===== config.mk =====
export PLATFORM = sky130hd
export DESIGN_NAME = bow_draw_controller_flat
export DESIGN_NICKNAME = d
export VERILOG_FILES = /design/src/rtl/bow_draw_if.sv /design/src/rtl/bow_draw_controller.sv /design/src/flat_wrapper.sv
export SDC_FILE = /design/constraint.sdc
export NUM_CORES = 1
export LEC_CHECK = 0
export BUFFER_PORTS_ARGS = -buffer_cell sky130_fd_sc_hd__buf_2
export CAP_MARGIN = 20
export CELL_PAD_IN_SITES_DETAIL_PLACEMENT = 2
export CELL_PAD_IN_SITES_GLOBAL_PLACEMENT = 2
export CORE_MARGIN = 1.5
export CORE_UTILIZATION = 36
export CTS_CLUSTER_SIZE = 10
export DETAILED_ROUTE_END_ITERATION = 8
export GPL_ROUTABILITY_DRIVEN = 0
export PLACE_DENSITY = 0.9
export SYNTH_ARGS = -nofsm -noshare
export SYNTH_HDL_FRONTEND = slang
export SYNTH_SLANG_ARGS = --single-unit

===== constraint.sdc =====
create_clock -name Clk -period 4.57 [get_ports Clk]
set_input_delay 0.2285 -clock Clk [delete_from_list [all_inputs] [get_ports Clk]]
set_output_delay 0.2285 -clock Clk [all_outputs]
set_load 0.005 [all_outputs]

===== src/rtl/bow_draw_if.sv =====
// Bow overlay controller bus: fire/zoom/arrow-busy inputs and
// the registered overlay code, shot pulse and power outputs.
interface bow_draw_if;
    logic       frame_tick;
    logic       fire_btn;
    logic       zoom_btn;
    logic       arrow_busy;
    logic [3:0] bow_state;
    logic       fire_pulse;
    logic [2:0] fire_power;
    logic       drawing;

    modport master (
        output frame_tick,
        output fire_btn,
        output zoom_btn,
        output arrow_busy,
        input  bow_state,
        input  fire_pulse,
        input  fire_power,
        input  drawing
    );

    modport slave (
        input  frame_tick,
        input  fire_btn,
        input  zoom_btn,
        input  arrow_busy,
        output bow_state,
        output fire_pulse,
        output fire_power,
        output drawing
    );
endinterface


===== src/rtl/bow_draw_controller.sv =====
// Bow draw sequencer: fire button -> overlay code, frame-tick paced
// draw frames, one-cycle fire pulse with power, then cooldown.
module bow_draw_controller #(
    parameter int unsigned FRAMES_PER_STEP = 6,
    parameter int unsigned COOLDOWN_TICKS  = 30
) (
    input  logic     Clk,
    input  logic     Reset,
    bow_draw_if.slave bus
);

    typedef enum logic [2:0] {
        S_IDLE,
        S_DRAW,
        S_FULL,
        S_RELEASE,
        S_COOLDOWN
    } state_e;

    localparam logic [7:0] STEP_LAST = 8'(FRAMES_PER_STEP - 1);
    localparam logic [7:0] CD_LAST   = 8'(COOLDOWN_TICKS - 1);

    state_e     state_q, state_d;
    logic [2:0] frame_idx_q, frame_idx_d;
    logic [7:0] tick_cnt_q, tick_cnt_d;
    logic       fire_btn_q;
    logic [3:0] bow_state_q, bow_state_d;
    logic       fire_pulse_q, fire_pulse_d;
    logic [2:0] fire_power_q, fire_power_d;
    logic       drawing_q, drawing_d;
    logic       press;

    assign press = bus.fire_btn & ~fire_btn_q;

    always_comb begin
        state_d      = state_q;
        frame_idx_d  = frame_idx_q;
        tick_cnt_d   = tick_cnt_q;
        fire_power_d = fire_power_q;
        unique case (state_q)
            S_IDLE: begin
                if (press && !bus.arrow_busy) begin
                    state_d     = S_DRAW;
                    frame_idx_d = 3'd1;
                    tick_cnt_d  = 8'd0;
                end
            end
            S_DRAW: begin
                // Release outranks a coincident frame advance
                if (!bus.fire_btn) begin
                    state_d      = S_RELEASE;
                    fire_power_d = frame_idx_q;
                end else if (bus.frame_tick) begin
                    if (tick_cnt_q == STEP_LAST) begin
                        tick_cnt_d  = 8'd0;
                        frame_idx_d = frame_idx_q + 3'd1;
                        if (frame_idx_q == 3'd4) begin
                            state_d = S_FULL;
                        end
                    end else begin
                        tick_cnt_d = tick_cnt_q + 8'd1;
                    end
                end
            end
            S_FULL: begin
                if (!bus.fire_btn) begin
                    state_d      = S_RELEASE;
                    fire_power_d = frame_idx_q;
                end
            end
            S_RELEASE: begin
                state_d     = S_COOLDOWN;
                tick_cnt_d  = 8'd0;
                frame_idx_d = 3'd0;
            end
            S_COOLDOWN: begin
                if (bus.frame_tick) begin
                    if (tick_cnt_q == CD_LAST) begin
                        state_d    = S_IDLE;
                        tick_cnt_d = 8'd0;
                    end else begin
                        tick_cnt_d = tick_cnt_q + 8'd1;
                    end
                end
            end
            default: begin
                state_d     = S_IDLE;
                frame_idx_d = 3'd0;
                tick_cnt_d  = 8'd0;
            end
        endcase
    end

    // Outputs are decoded from the next state so they register with it
    always_comb begin
        bow_state_d  = 4'd7;
        fire_pulse_d = (state_d == S_RELEASE);
        drawing_d    = (state_d == S_DRAW) || (state_d == S_FULL);
        unique case (state_d)
            S_IDLE:  bow_state_d = bus.zoom_btn ? 4'd6 : 4'd7;
            S_DRAW:  bow_state_d = {1'b0, frame_idx_d};
            S_FULL:  bow_state_d = 4'd5;
            default: bow_state_d = 4'd0;
        endcase
    end

    always_ff @(posedge Clk) begin
        if (Reset) begin
            state_q      <= S_IDLE;
            frame_idx_q  <= 3'd0;
            tick_cnt_q   <= 8'd0;
            fire_btn_q   <= 1'b0;
            bow_state_q  <= 4'd7;
            fire_pulse_q <= 1'b0;
            fire_power_q <= 3'd0;
            drawing_q    <= 1'b0;
        end else begin
            state_q      <= state_d;
            frame_idx_q  <= frame_idx_d;
            tick_cnt_q   <= tick_cnt_d;
            fire_btn_q   <= bus.fire_btn;
            bow_state_q  <= bow_state_d;
            fire_pulse_q <= fire_pulse_d;
            fire_power_q <= fire_power_d;
            drawing_q    <= drawing_d;
        end
    end

    assign bus.bow_state  = bow_state_q;
    assign bus.fire_pulse = fire_pulse_q;
    assign bus.fire_power = fire_power_q;
    assign bus.drawing    = drawing_q;

endmodule


===== src/flat_wrapper.sv =====
// flat-port wrapper written by rule: the top's interface ports become plain ports
module bow_draw_controller_flat 
#(
    parameter int unsigned FRAMES_PER_STEP = 6,
    parameter int unsigned COOLDOWN_TICKS  = 30
)
  (Clk, Reset, bus_frame_tick, bus_fire_btn, bus_zoom_btn, bus_arrow_busy, bus_bow_state, bus_fire_pulse, bus_fire_power, bus_drawing);
  bow_draw_if bus_i ();
  input  logic Clk;
  input  logic Reset;
  input wire logic [$bits(bus_i.frame_tick)-1:0] bus_frame_tick;
  input wire logic [$bits(bus_i.fire_btn)-1:0] bus_fire_btn;
  input wire logic [$bits(bus_i.zoom_btn)-1:0] bus_zoom_btn;
  input wire logic [$bits(bus_i.arrow_busy)-1:0] bus_arrow_busy;
  output wire logic [$bits(bus_i.bow_state)-1:0] bus_bow_state;
  output wire logic [$bits(bus_i.fire_pulse)-1:0] bus_fire_pulse;
  output wire logic [$bits(bus_i.fire_power)-1:0] bus_fire_power;
  output wire logic [$bits(bus_i.drawing)-1:0] bus_drawing;
  assign bus_i.frame_tick = bus_frame_tick;
  assign bus_i.fire_btn = bus_fire_btn;
  assign bus_i.zoom_btn = bus_zoom_btn;
  assign bus_i.arrow_busy = bus_arrow_busy;
  assign bus_bow_state = bus_i.bow_state;
  assign bus_fire_pulse = bus_i.fire_pulse;
  assign bus_fire_power = bus_i.fire_power;
  assign bus_drawing = bus_i.drawing;
  bow_draw_controller #(.FRAMES_PER_STEP(FRAMES_PER_STEP), .COOLDOWN_TICKS(COOLDOWN_TICKS)) u_core (.Clk(Clk), .Reset(Reset), .bus(bus_i));
endmodule

==> results.tsv <==
stage	metric	value	unit
power_and_ir_drop	Sequential Power Share	56.8	%
power_and_ir_drop	Power Dens Cells	283	nW/um^2
power_and_ir_drop	Sw Ratio	30.4	%
clock_tree	CTS tree	built	
critical_path	worst r2r src	u_core.state_q[2]	
critical_path	Req. time, crit path	4.76	ns
grt	largest net degree at the start of global routing	20	
power_and_ir_drop	Max VDD drop	0.0758	mV
timing	RSZ-0062 raised after global routing	false	
synth	top-count cell post-synth	dfxtp_1	
floorplan	Die X	62.1	um
timing	setup TNS	0	ns
cells_and_area	Layout Nets	174	
worst_hold_path	hold depth	4	
status	status	finished, final reports clean	
critical_path	crit path DAT	2.32	ns
route	Post-route DRC	0	
clock_tree	clk_lat worst skew	0.31	ns
clock_tree	setup bufs post-CTS	0	
synth	Syn Inst Count	155	
clock_tree	clk sinks	23	
grt	initial antenna violation count	0	
floorplan	DIE HEIGHT	62.1	um
floorplan	starting density of the core	37.7	%
timing	skew final	0.0107	ns
synth	Seq/Total Area, Yosys	36.6	%
placed_design	placed inst area	1340	um^2
grt	first-pass GRT wire length	6.24	mm
timing	Setup-failing EPs final	0	
clock_tree	Post-CTS Hold Fix Bufs	0	
synth	Syn Nets	165	
clock_tree	Resized Gates After CTS	0	
critical_path	critical path endpoint category	register	
worst_hold_path	Hold Path Class	primary input to register	
synth	Yosys Warn Count	0	
power_and_ir_drop	clock network power share	24.7	%
cells_and_area	share of cells above drive strength 1	14.1	%
route	Via Count	1141	
critical_path	FF-to-FF End	u_core.tick_cnt_q[5]	
floorplan	Rows	21	
critical_path	slowest stage delay, CP	0.74	ns
floorplan	area of the die	3860	um^2
synth	#FFs+latches synth	23	
grt	vias in the first global route	1272	
cells_and_area	fin area	1370	um^2
route	post-DR vias/cell	5.46	
timing	Final Hold Viols	0	
synth	syn avg cell area	8.12	um^2
timing	Max Clk Rate	470	MHz
synth	Post-synth EDFFs	0	
synth	Area contributors post-synth	dfxtp_1 (37%), nor2_1 (6.6%), xor2_1 (4.2%)	
synth	Synth area leader	dfxtp_1	
route	Starting DRT DRC Count	42	
worst_hold_path	hold endpoint	u_core.bus.bow_state[0]	
timing	final max-slew violation count	0	
placed_design	hpwl dp	2.71	mm
route	DR WL/cell	17.3	um
route	Routed WL	3.62	mm
critical_path	critical path's top delay family	simple AND/OR/NAND/NOR gates	
critical_path	CP Max Fanout	16	
power_and_ir_drop	Pint	270	uW
clock_tree	CTS root buf	clkbuf_4	
clock_tree	Clock Path Buffers	2	
clock_tree	Clk pin slew, worst setup/hold paths	0.14	ns
synth	Synth top area share	36.6	%
route	TritonRoute pass-1 iters	4	
floorplan	I/O pin count	15	
critical_path	Buf/Inv on CP	1	
timing	Tcrit/Tclk final	46.6	%
critical_path	r2r worst-path depth	5	
grt	grt total ovfl	0	
worst_hold_path	hold wc startpoint	bus_zoom_btn	
power_and_ir_drop	leakage power	0.544	nW
floorplan	core area	3340	um^2
cells_and_area	Layout area overhead	8.85	%
synth	mapped cell area	1260	um^2
power_and_ir_drop	Comb power frac	18.5	%
grt	GRT Util Overall	20.0	%
clock_tree	H-tree lvl count	1	
synth	Top FF cell, synth	dfxtp_1	
critical_path	crit path cell chain	inv_1, or3_1, nand4_1, xor2_1, nor2_1	
route	post-route ant nets	0	
synth	Synth top cells by count	dfxtp_1 (23), nor2_1 (22), nand2_1 (10), a21oi_1 (9), inv_1 (7)	
cells_and_area	Diodes inserted	0	
job	Max Cap Viol	0	
timing	actual slew at the worst max-slew pin	0.614	ns
timing	minimum hold slack	0.284	ns
clock_tree	cts bufs inserted	3	
placed_design	Port Buffers	13	
critical_path	Crit-path slowest cell	dfxtp_1	
timing	Worst slew margin	59.0	%
critical_path	Reg2Reg Setup Slack	2.44	ns
timing	min cycle time layout	2.13	ns
critical_path	CP Launch Type	register	
synth	post-synthesis async set-or-reset flop share	0	%
critical_path	WS Path Type	register to register	
power_and_ir_drop	switching power total	118	uW
synth	Synth cell types	46	
==> power groups by stage <==
stage	Clock, mW	Combinational, mW	Sequential [mW]
floorplan	0	0.0540	0.219
global placement	0	0.0672	0.223
detailed placement	0	0.0716	0.225
CTS	0.101	0.0730	0.220
global route	0.108	0.0809	0.222
finish	0.0959	0.0719	0.221
==> sequential cells by signal, indices dropped and copies added, names as in the netlist <==
name and flops:
u_core.state_q 3, u_core.frame_idx_q 3, u_core.bus.fire_power 3, u_core.fire_btn_q 1, u_core.bus.bow_state 3, u_core.bus.fire_pulse 1
u_core.tick_cnt_q 8, u_core.bus.drawing 1
==> metal layers <==
layer	up-vias	track usage (%)	share of wire (%)
li1	562	-	-
met3	4	3.26	1.9
met5	-	0	0
met1	560	24.5	46
met2	15	37.1	52
met4	0	3.33	0.69
==> worst max path at each step <==
stage / startpoint / to / slack (ns) / cells past startpoint
floorplan: u_core.tick_cnt_q[0] / u_core.bus.bow_state[1] / 2.89 / 6
finish: u_core.state_q[2] / u_core.tick_cnt_q[5] / 2.44 / 5
detailed placement: u_core.state_q[2] / u_core.tick_cnt_q[4] / 2.45 / 5
CTS: u_core.state_q[2] / u_core.tick_cnt_q[4] / 2.44 / 5
global placement: bus_fire_btn / u_core.tick_cnt_q[6] / 2.57 / 6
global route: u_core.tick_cnt_q[0] / u_core.bus.bow_state[0] / 2.28 / 6
==> worst reg2reg max path, delay by kind of cell, from the launching register on <==
| family | cells | cell delay, ns |
|---|---|---|
| buf+inv | 1 | 0.27 |
| simple gates | 3 | 0.81 |
| xor+xnor | 1 | 0.18 |
| flops | 1 | 0.74 |
==> metrics by stage <==
step	setup WS, ns	total power [mW]	util, %	std cells
after floorplan	2.89	0.273	-	155
after global placement	2.57	0.291	40.2	205
after detailed placement	2.45	0.296	40.2	205
after CTS	2.44	0.395	41.1	209
after global routing	2.28	0.411	41.1	209
final	2.44	0.388	41.1	209
==> cell families after synthesis <==
kind of cell / share of synthesized area (%)
compound gates: 19.5
xor+xnor: 4.87
fa+ha+maj: 3.98
buf+inv: 5.17
flops: 36.6
mux: 1.59
other cells: 0.298
simple gates: 28.0
==> cell type report <==
cell class                 count  area [um^2]
clock buffer                   3         22.5
clock inverter                 1         5.00
sequential                    23          460
multi-input combinational    116          733
tap                           46         57.6
fill                         392         1970
inverter                       7         26.3
timing repair buffer          13         65.1
==> cell usage in the layout (no fill, tap or decap), types with 4 or more instances in the layout <==
cell	n
nand2_1	10
a21oi_1	9
xor2_1	6
dfxtp_1	23
nand3_1	5
nand4_1	5
inv_1	7
o21ai_0	6
nor2_1	22
ha_1	4
buf_2	13
(Power assumes the default switching activity.)
